--- src/rtl/keyboard_scancode_translator.sv ---
`default_nettype none
// ============================================================================
// keyboard_scancode_translator
//   Set-1 prefix FSM with runtime-loadable normal/E0 tables and a FWFT FIFO.
//   Rev 1.0
// ============================================================================
module keyboard_scancode_translator #(
   parameter int FIFO_DEPTH     = 8,
   parameter bit MODE_DEFAULT   = 1'b1,
   parameter bit DROP_FAKE_SHFT = 1'b1
) (
   input  logic                          clk,
   input  logic                          rst_n,
   input  logic [7:0]                    in_data_i,
   input  logic                          in_valid_i,
   input  logic                          mode_wr_i,
   input  logic                          mode_i,
   input  logic                          tbl_we_i,
   input  logic                          tbl_sel_i,
   input  logic [6:0]                    tbl_addr_i,
   input  logic [7:0]                    tbl_wdata_i,
   output logic [7:0]                    out_data_o,
   output logic                          out_valid_o,
   input  logic                          out_ready_i,
   output logic [$clog2(FIFO_DEPTH):0]   fifo_level_o,
   output logic                          overflow_o,
   input  logic                          ovf_clear_i
);

   localparam int            AW      = $clog2(FIFO_DEPTH);
   localparam logic [AW-1:0] PTR_ONE = AW'(1);
   localparam logic [AW:0]   CNT_ONE = (AW+1)'(1);

   typedef enum logic [1:0] {
      ST_IDLE    = 2'd0,
      ST_E0_SEEN = 2'd1,
      ST_E1_A    = 2'd2,
      ST_E1_B    = 2'd3
   } state_t;

   function automatic logic [7:0] norm_default(input logic [6:0] idx);
      case (idx)
         7'h4A:   norm_default = 8'h53;
         7'h4E:   norm_default = 8'h55;
         7'h53:   norm_default = 8'h56;
         7'h57:   norm_default = 8'h59;
         7'h58:   norm_default = 8'h5A;
         default: norm_default = {1'b0, idx};
      endcase
   endfunction

   function automatic logic [7:0] e0_default(input logic [6:0] idx);
      case (idx)
         7'h48:   e0_default = 8'h29;
         7'h4B:   e0_default = 8'h2B;
         7'h50:   e0_default = 8'h4A;
         7'h4D:   e0_default = 8'h4E;
         7'h1C:   e0_default = 8'h57;
         7'h47:   e0_default = 8'h58;
         default: e0_default = {1'b0, idx};
      endcase
   endfunction

   state_t          state_q, state_d;
   logic            mode_q;
   logic [7:0]      norm_q [128];
   logic [7:0]      e0_q   [128];
   logic            push_q, push_d;
   logic [7:0]      push_data_q, push_data_d;
   logic [7:0]      fifo_q [FIFO_DEPTH];
   logic [AW-1:0]   wr_ptr_q, rd_ptr_q;
   logic [AW:0]     count_q;
   logic            overflow_q;

   logic            fake_shift;
   logic [7:0]      lk_entry;
   logic            do_push, do_pop, fifo_full;

   assign fake_shift = (in_data_i[6:0] == 7'h2A) || (in_data_i[6:0] == 7'h36);

   always_comb begin
      state_d     = state_q;
      push_d      = 1'b0;
      push_data_d = 8'h00;
      lk_entry    = 8'h00;
      if (in_valid_i) begin
         if (!mode_q) begin
            push_d      = 1'b1;
            push_data_d = in_data_i;
         end else begin
            case (state_q)
               ST_IDLE: begin
                  if (in_data_i == 8'hE0)      state_d = ST_E0_SEEN;
                  else if (in_data_i == 8'hE1) state_d = ST_E1_A;
                  else                         lk_entry = norm_q[in_data_i[6:0]];
               end
               ST_E0_SEEN: begin
                  state_d = ST_IDLE;
                  if (!(DROP_FAKE_SHFT && fake_shift)) lk_entry = e0_q[in_data_i[6:0]];
               end
               ST_E1_A: state_d = ST_E1_B;
               default: state_d = ST_IDLE;
            endcase
            // A zero entry means the key is suppressed; the break bit rides through.
            if (lk_entry != 8'h00) begin
               push_d      = 1'b1;
               push_data_d = {in_data_i[7], lk_entry[6:0]};
            end
         end
      end
      if (mode_wr_i || !mode_q) state_d = ST_IDLE;
   end

   always_ff @(posedge clk or negedge rst_n) begin
      if (!rst_n) begin
         state_q     <= ST_IDLE;
         mode_q      <= MODE_DEFAULT;
         push_q      <= 1'b0;
         push_data_q <= 8'h00;
      end else begin
         state_q     <= state_d;
         push_q      <= push_d;
         push_data_q <= push_data_d;
         if (mode_wr_i) mode_q <= mode_i;
      end
   end

   for (genvar i = 0; i < 128; i++) begin : g_tbl
      always_ff @(posedge clk or negedge rst_n) begin
         if (!rst_n) begin
            norm_q[i] <= norm_default(7'(i));
            e0_q[i]   <= e0_default(7'(i));
         end else if (tbl_we_i && (tbl_addr_i == 7'(i))) begin
            if (tbl_sel_i) e0_q[i]   <= tbl_wdata_i;
            else           norm_q[i] <= tbl_wdata_i;
         end
      end
   end

   // Depth is a power of two, so the count MSB alone marks a full FIFO.
   assign fifo_full = count_q[AW];
   assign do_pop    = (count_q != '0) && out_ready_i;
   assign do_push   = push_q && (!fifo_full || do_pop);

   always_ff @(posedge clk) begin
      if (do_push) fifo_q[wr_ptr_q] <= push_data_q;
   end

   always_ff @(posedge clk or negedge rst_n) begin
      if (!rst_n) begin
         wr_ptr_q   <= '0;
         rd_ptr_q   <= '0;
         count_q    <= '0;
         overflow_q <= 1'b0;
      end else begin
         if (do_push) wr_ptr_q <= wr_ptr_q + PTR_ONE;
         if (do_pop)  rd_ptr_q <= rd_ptr_q + PTR_ONE;
         if (do_push && !do_pop)      count_q <= count_q + CNT_ONE;
         else if (do_pop && !do_push) count_q <= count_q - CNT_ONE;
         if (push_q && !do_push) overflow_q <= 1'b1;
         else if (ovf_clear_i)   overflow_q <= 1'b0;
      end
   end

   assign out_valid_o  = (count_q != '0);
   assign out_data_o   = out_valid_o ? fifo_q[rd_ptr_q] : 8'h00;
   assign fifo_level_o = count_q;
   assign overflow_o   = overflow_q;

endmodule
`default_nettype wire

--- config.mk ---
export PLATFORM = sky130hd
export DESIGN_NAME = keyboard_scancode_translator
export DESIGN_NICKNAME = d
export VERILOG_FILES = /design/src/rtl/keyboard_scancode_translator.sv
export SDC_FILE = /design/constraint.sdc
export NUM_CORES = 2
export LEC_CHECK = 0
export BUFFER_PORTS_ARGS = -buffer_cell sky130_fd_sc_hd__buf_2
export CAP_MARGIN = 15
export CORE_UTILIZATION = 50
export CTS_BUF_LIST = sky130_fd_sc_hd__clkbuf_16
export DETAILED_ROUTE_END_ITERATION = 6
export GPL_TIMING_DRIVEN = 0
export MAX_ROUTING_LAYER = met4
export PLACE_DENSITY_LB_ADDON = 0.12
export REMOVE_ABC_BUFFERS = 1
export SYNTH_ARGS = -nofsm -noshare
export SYNTH_HDL_FRONTEND = slang
export SYNTH_SLANG_ARGS = --single-unit
--- constraint.sdc ---
create_clock -name clk -period 3.1 [get_ports clk]
set_input_delay 0.62 -clock clk [delete_from_list [all_inputs] [get_ports clk]]
set_output_delay 0.62 -clock clk [all_outputs]
set_load 0.005 [all_outputs]
* Word level (Yosys, flattened, before mapping)
Memories as Yosys holds them, arrays and structs flattened.
Index checks and enable logic that the tools add are counted.
** Cells by class
- Equal/unequal tests :: 134
- Add/subtract/negate cells :: 4
- Bitwise operators :: 2
- Reductions and logical operators :: 405
- Muxes and demuxes :: 31
- $lt $le $gt $ge :: 1
** Operator list (count)
- AND reduction 2 bit :: 256
- == test 7 bit, second input constant :: 64
- == test 7 x 6 -> 1 bit, second input constant :: 34
- logical AND 1 bit :: 133
- binary-select mux 8 bit (select 7 bit) :: 2
- == test 7 x 5 -> 1 bit, second input constant :: 16
- 2-to-1 mux 8 bit :: 13
- == test 7 x 4 -> 1 bit, second input constant :: 8
- == test 7 x 3 -> 1 bit, second input constant :: 4
- == test 8 bit, second input constant :: 2
- one-hot mux 8 bit (2 select lines) :: 1
- == test 7 x 2 -> 1 bit, second input constant :: 2
- 2-to-1 mux 2 bit :: 5
- greater-or-equal comparator 8 bit, second input constant :: 1
- 2-to-1 mux 4 bit :: 2
- inverter 7 -> 8 bit :: 1
- nonzero test 2 bit :: 4
- nonzero test 8 bit :: 1
- == test 7 x 1 -> 1 bit, second input constant :: 1
- logical NOT 7 bit :: 1
- 2-to-1 mux 1 bit :: 7
- adder 3 x 1 -> 3 bit, second input constant :: 2
- adder 4 x 1 -> 4 bit, second input constant :: 1
- logical NOT 1 bit :: 4
- 10 further kinds :: 12
** Storage, ports and cells
- Output and inout port bits :: 14
- Memories kept :: 1
- Input bits :: 32
- Bits in registers :: 2071
- Word-level logic and storage cells :: 842
- Bits in writable memories :: 64
** Memory list
- fifo_q :: words 8, width 8, read ports 1, clocked after Yosys merged registers in 0, wr ports 1, line 70 : logic [7:0] fifo_q [FIFO_DEPTH];

* Logic depth before layout (Yosys ltp)
- Depth in word-level cells :: 13
- Gate-level depth with buffers :: 14

* Least setup slack after synthesis
No wires, ideal clock.
- Path type :: input -> register
- Start :: input in_data_i[0]
- End :: register push_data_q[7]
- Path buffers :: 4
- Stages :: 10
- Path slack :: -0.172 ns
- Data arrival time :: 3.138 ns
- Required time :: 2.966 ns
- Cell sequence :: buf_2 -> buf_4 -> buf_2 -> buf_2 -> mux4_2 -> mux4_2 -> mux2i_1 -> o22ai_1 -> a211oi_1 -> a21oi_1
** Between the ends
- Longest elaborated chain between the ends :: 13
** RTL lines
- start, declared :: line 14 : input logic [7:0] in_data_i,
- inverter 7 -> 8 bit (not written as such) :: line 95, 99
- binary-select mux 8 bit (select 7 bit) :: line 95 : else lk_entry = norm_q[in_data_i[6:0]];
- 2-to-1 mux 8 bit (not written as such) (2 in a row) :: line 95
- 2-to-1 mux 8 bit :: line 94 : else if (in_data_i == 8'hE1) state_d = ST_E1_A;
- 2-to-1 mux 8 bit :: line 93 : if (in_data_i == 8'hE0) state_d = ST_E0_SEEN;
- one-hot mux 8 bit (2 select lines) * :: line 91 : case (state_q)
- 2-to-1 mux 8 bit * :: line 87 : if (!mode_q) begin
- 2-to-1 mux 8 bit * :: line 86 : if (in_valid_i) begin
- nonzero test 8 bit * :: line 105 : if (lk_entry != 8'h00) begin
- 2-to-1 mux 8 bit * :: line 105
- 2-to-1 mux 8 bit * :: line 87
- 2-to-1 mux 8 bit * :: line 86
- named net push_data_d[7] :: line 69 : logic [7:0] push_data_q, push_data_d;
- end signal, assigned :: line 123 : push_data_q <= push_data_d;
- end, declared :: line 69
The timed path passes the listed nets; every way through them passes the cells marked *. The select of a mux whose other input is x is not followed.
A chain may end at the register's enable or synchronous reset.

* Worst setup path in the final report
- Start :: input in_data_i[2]
- End :: register push_data_q[7]
Same word-level chain as after synthesis.

==> summary.md <==
| Metric | Value |
|---|---|
| Die H | `444 um` |
| Sequential share of the synthesized area | `0.563` |
| Layout area overhead | `13.0%` |
| Clock Skew | `around 0.023 ns` |
| Synth Area in Compound Gates | `0.0186` |
| CP Max Fanout | `34` |
| Vias per inst | `6.32` |
| Site Rows | `roughly 160` |
| Max clock buf depth | `3` |
| Total wire length | `281 mm` |
| Worst-path cell chain | `buf_4 -> buf_16 -> inv_4 -> nor2_2 -> a211oi_1 -> a31oi_1 -> o21ai_0 -> a2bb2oi_1 -> and4_1 -> a21oi_2` |
| Multi-input logic area | `0.0411 sq mm` |
| Synth async-reset ratio | `0.970` |
| WP data arrival | `slightly below 4 ns` |
| Most common cell in the netlist | `mux2_2` |
| Gr ovfl total | `0` |
| LEAKAGE | `~49 nW` |
| Period utilisation layout | `1.03` |
| CP max stage cell | `nor2_2` |
| RSZ-0062 raised after global routing | `yes` |
| Root Driver | `clkbuf_16` |
| Initial DRC count | `4094` |
| WP data required | `between 3 and 4 ns` |
| DRC viols | `0` |
| Vias in the first global route | `58000` |
| Layout Nets | `6109` |
| Gate count after technology mapping | `6056` |
| Area leader, netlist | `dfrtp_1` |
| Final Hold Fails | `0` |
| Post-synthesis simple-gate area fraction | `0.0218` |
| Wirelength per Cell | `around 32 um` |
| Placed cell areas | `0.101 sq mm` |
| Clock slew at reported path FFs | `approximately 0.060 ns` |
| VDD IR max | `0.438 mV` |
| Port bufs | `45` |
| Synth cell types | `just over 60` |
| Die Wd | `about 440 um` |
| Post-synthesis adder-cell area fraction | `0.000847` |
| Status | `complete, but fails checks` |
| Final Cell Area | `between 0.1 and 0.15 sq mm` |
| Yosys top cell area share | `0.300` |
| H-tree depth | `4` |
| XOR/XNOR share of the synthesized area | `0.000718` |
| Post-DP HPWL | `165 mm` |
| Max-cap violation count | `0` |
| Wire length of the first global-routing pass | `414 mm` |
| Clock latency on the worst-skew pair | `roughly 0.87 ns` |
| Initial core utilization | `0.505` |
| Commonest cells in the netlist | `mux2_2 (2057), dfrtp_1 (1170), dfstp_2 (901)` |
| TritonCTS clock tree | `built` |
| Top delay family on crit path | `compound AO/OA/AOI/OAI gates` |
| Setup tns final | `-0.248 ns` |
| Io pins | `46` |
| Post-synth EDFFs | `64` |
| Mean Syn Cell Area | `16.1 sq um` |
| Synth top area cells | `dfrtp_1 (30%), dfstp_2 (24%), mux2_2 (24%)` |
| Routability Congestion | `0.843` |
| Global Route Usage Sum | `0.297` |
| Yosys warnings | `0` |
| Top_reg_cell synth | `dfrtp_1` |
| Fillers | `approximately 15000` |
| CTS buffer count | `222` |
| Worst-Margin Slew | `1.16 ns` |
| Seq cells post-synth | `between 2000 and 2500` |
| Min Hold Slack | `~0.068 ns` |
| Final Setup Violations | `3` |
| Via Count | `55600` |
| Die footprint | `between 0.15 and 0.2 sq mm` |
| Max-slew violation count | `0` |
| Clock sinks | `around 2100` |
| Reg area | `around 0.055 sq mm` |
| Minimum clock period | `between 3 and 4 ns` |
| Largest net degree at the start of global routing | `roughly 170` |
| PD cells | `562 mW/mm^2` |
| Rel. slew slack | `0.226` |
| Hold WC Path Type | `input pin to register` |
| Layout cells sized above 1 | `0.662` |
| Mux contribution to synthesized area | `0.375` |
| Final core utilization | `0.571` |
| Final ANT Viol Nets | `0` |
| Critical path class | `input pin to register` |
| Initial antenna violation count | `14` |
| Worst path max stage delay | `0.65 ns` |
| FMAX | `0.312 GHz` |
| Largest family of logic cells by synthesized area | `multiplexers` |
| Core Footprint | `0.193 sq mm` |
| Mapped Area | `0.0975 sq mm` |
| Violated checks | `negative setup slack` |
| Fin worst setup slack | `-0.106 ns` |
| Crit path capture type | `register` |
| DRT Pass-1 Iters | `5` |
| Critical path buffer and inverter count | `3` |
| Crit start category | `input pin` |
## per-stage QoR
step	cells	worst slack (ns)	total power, mW
finish	8803	-0.106	61.9
global route	8802	-0.0415	64.2
CTS	8759	-0.0229	62.4
detailed placement	8260	-2.64	37.1
global placement	8172	-43.57	36.9
floorplan	5601	-0.468	33.9
## worst paths after layout
kind / cells after the start / end / start / slack (ns)
worst max-delay path: 10 / push_data_q[7] / in_data_i[2] / -0.11
worst min-delay path: 3 / rd_ptr_q[2] / out_ready_i / 0.07
worst max register to register: 6 / push_data_q[6] / state_q[1] / 0.01
worst min register to register: 1 / e0_q[874] / e0_q[874] / 0.50
max in group asynchronous: 6 / e0_q[930] / rst_n / 0.38
min in group asynchronous: 3 / norm_q[321] / rst_n / 0.54
## placed cells by master (no fill, tap or decap), types with 31 or more instances in the layout
cell          n
inv_1        95
buf_16       64
buf_2        31
dfrtp_1    1168
buf_12       36
dfstp_2     901
mux2_2     2057
nor2_1       96
clkbuf_16   230
clkinv_1     58
mux4_2      573
a21oi_1      42
a22oi_1      88
edfxtp_1     64
nand2_1     268
buf_4        63
mux2i_1      45
clkinv_2     31
## what timing repair did
| action | in CTS | in global routing |
|---|---|---|
| setup buffers | 36 | 28 |
| setup endpoints to repair | 17 | 140 |
| resized for setup | 50 | 36 |
| cloned | 28 | 5 |
| pin swaps | 3 | 5 |
| hold endpoints to repair | 55 | 0 |
| hold buffers | 12 | 0 |
## worst register-to-register path: stages, from the launching register on
cell and delay [ns]:
dfrtp_1 0.42, or2_2 0.39, nor2_1 0.72, o211ai_1 0.20
o211ai_1 0.41, a2bb2oi_1 0.16, a211oi_1 0.62
## logic make-up after synthesis
logic type	count (synthesis)
flip-flops	2135
XOR/XNOR	8
multiplexers	2678
adder cells (fa/ha/maj)	6
buffers and inverters	470
AND/OR/NAND/NOR	505
AO/OA/AOI/OAI	254
## report_power, final
part           leakage (nW)  internal [mW]  switching (mW)  total (mW)
combinational          19.1           2.98            3.41        6.39
clock                  3.61           13.6            11.2        24.8
sequential             26.0           29.9           0.816        30.7
## per-layer routing
metal | part of all wire | global-route usage | routed length [um] | vias to the layer above
li1 | - | - | - | 22900
met5 | 0 | - | 0 | -
met4 | 0.036 | 0.0981 | 10100 | 0
met2 | 0.46 | 0.440 | 130000 | 1522
met1 | 0.44 | 0.414 | 124000 | 30800
met3 | 0.062 | 0.0561 | 17400 | 444
## sequential cells by signal, summed over array words and instances (netlist names), 2 cells and up
| name | count |
|---|---|
| norm_q | 1024 |
| fifo_level_o | 4 |
| fifo_q | 64 |
| wr_ptr_q | 3 |
| e0_q | 1024 |
| state_q | 2 |
| rd_ptr_q | 3 |
| push_data_q | 8 |
## final cells by class
cell class,count,share of cell area
tap,2526,0.0287
sequential,2135,0.498
multi-input combinational,3451,0.373
clock buffer,225,0.0511
timing repair buffer,246,0.0386
clock inverter,198,0.00964
inverter,15,0.000749
antenna,7,0.000159
Note: power is estimated with default switching activity, not from simulation.
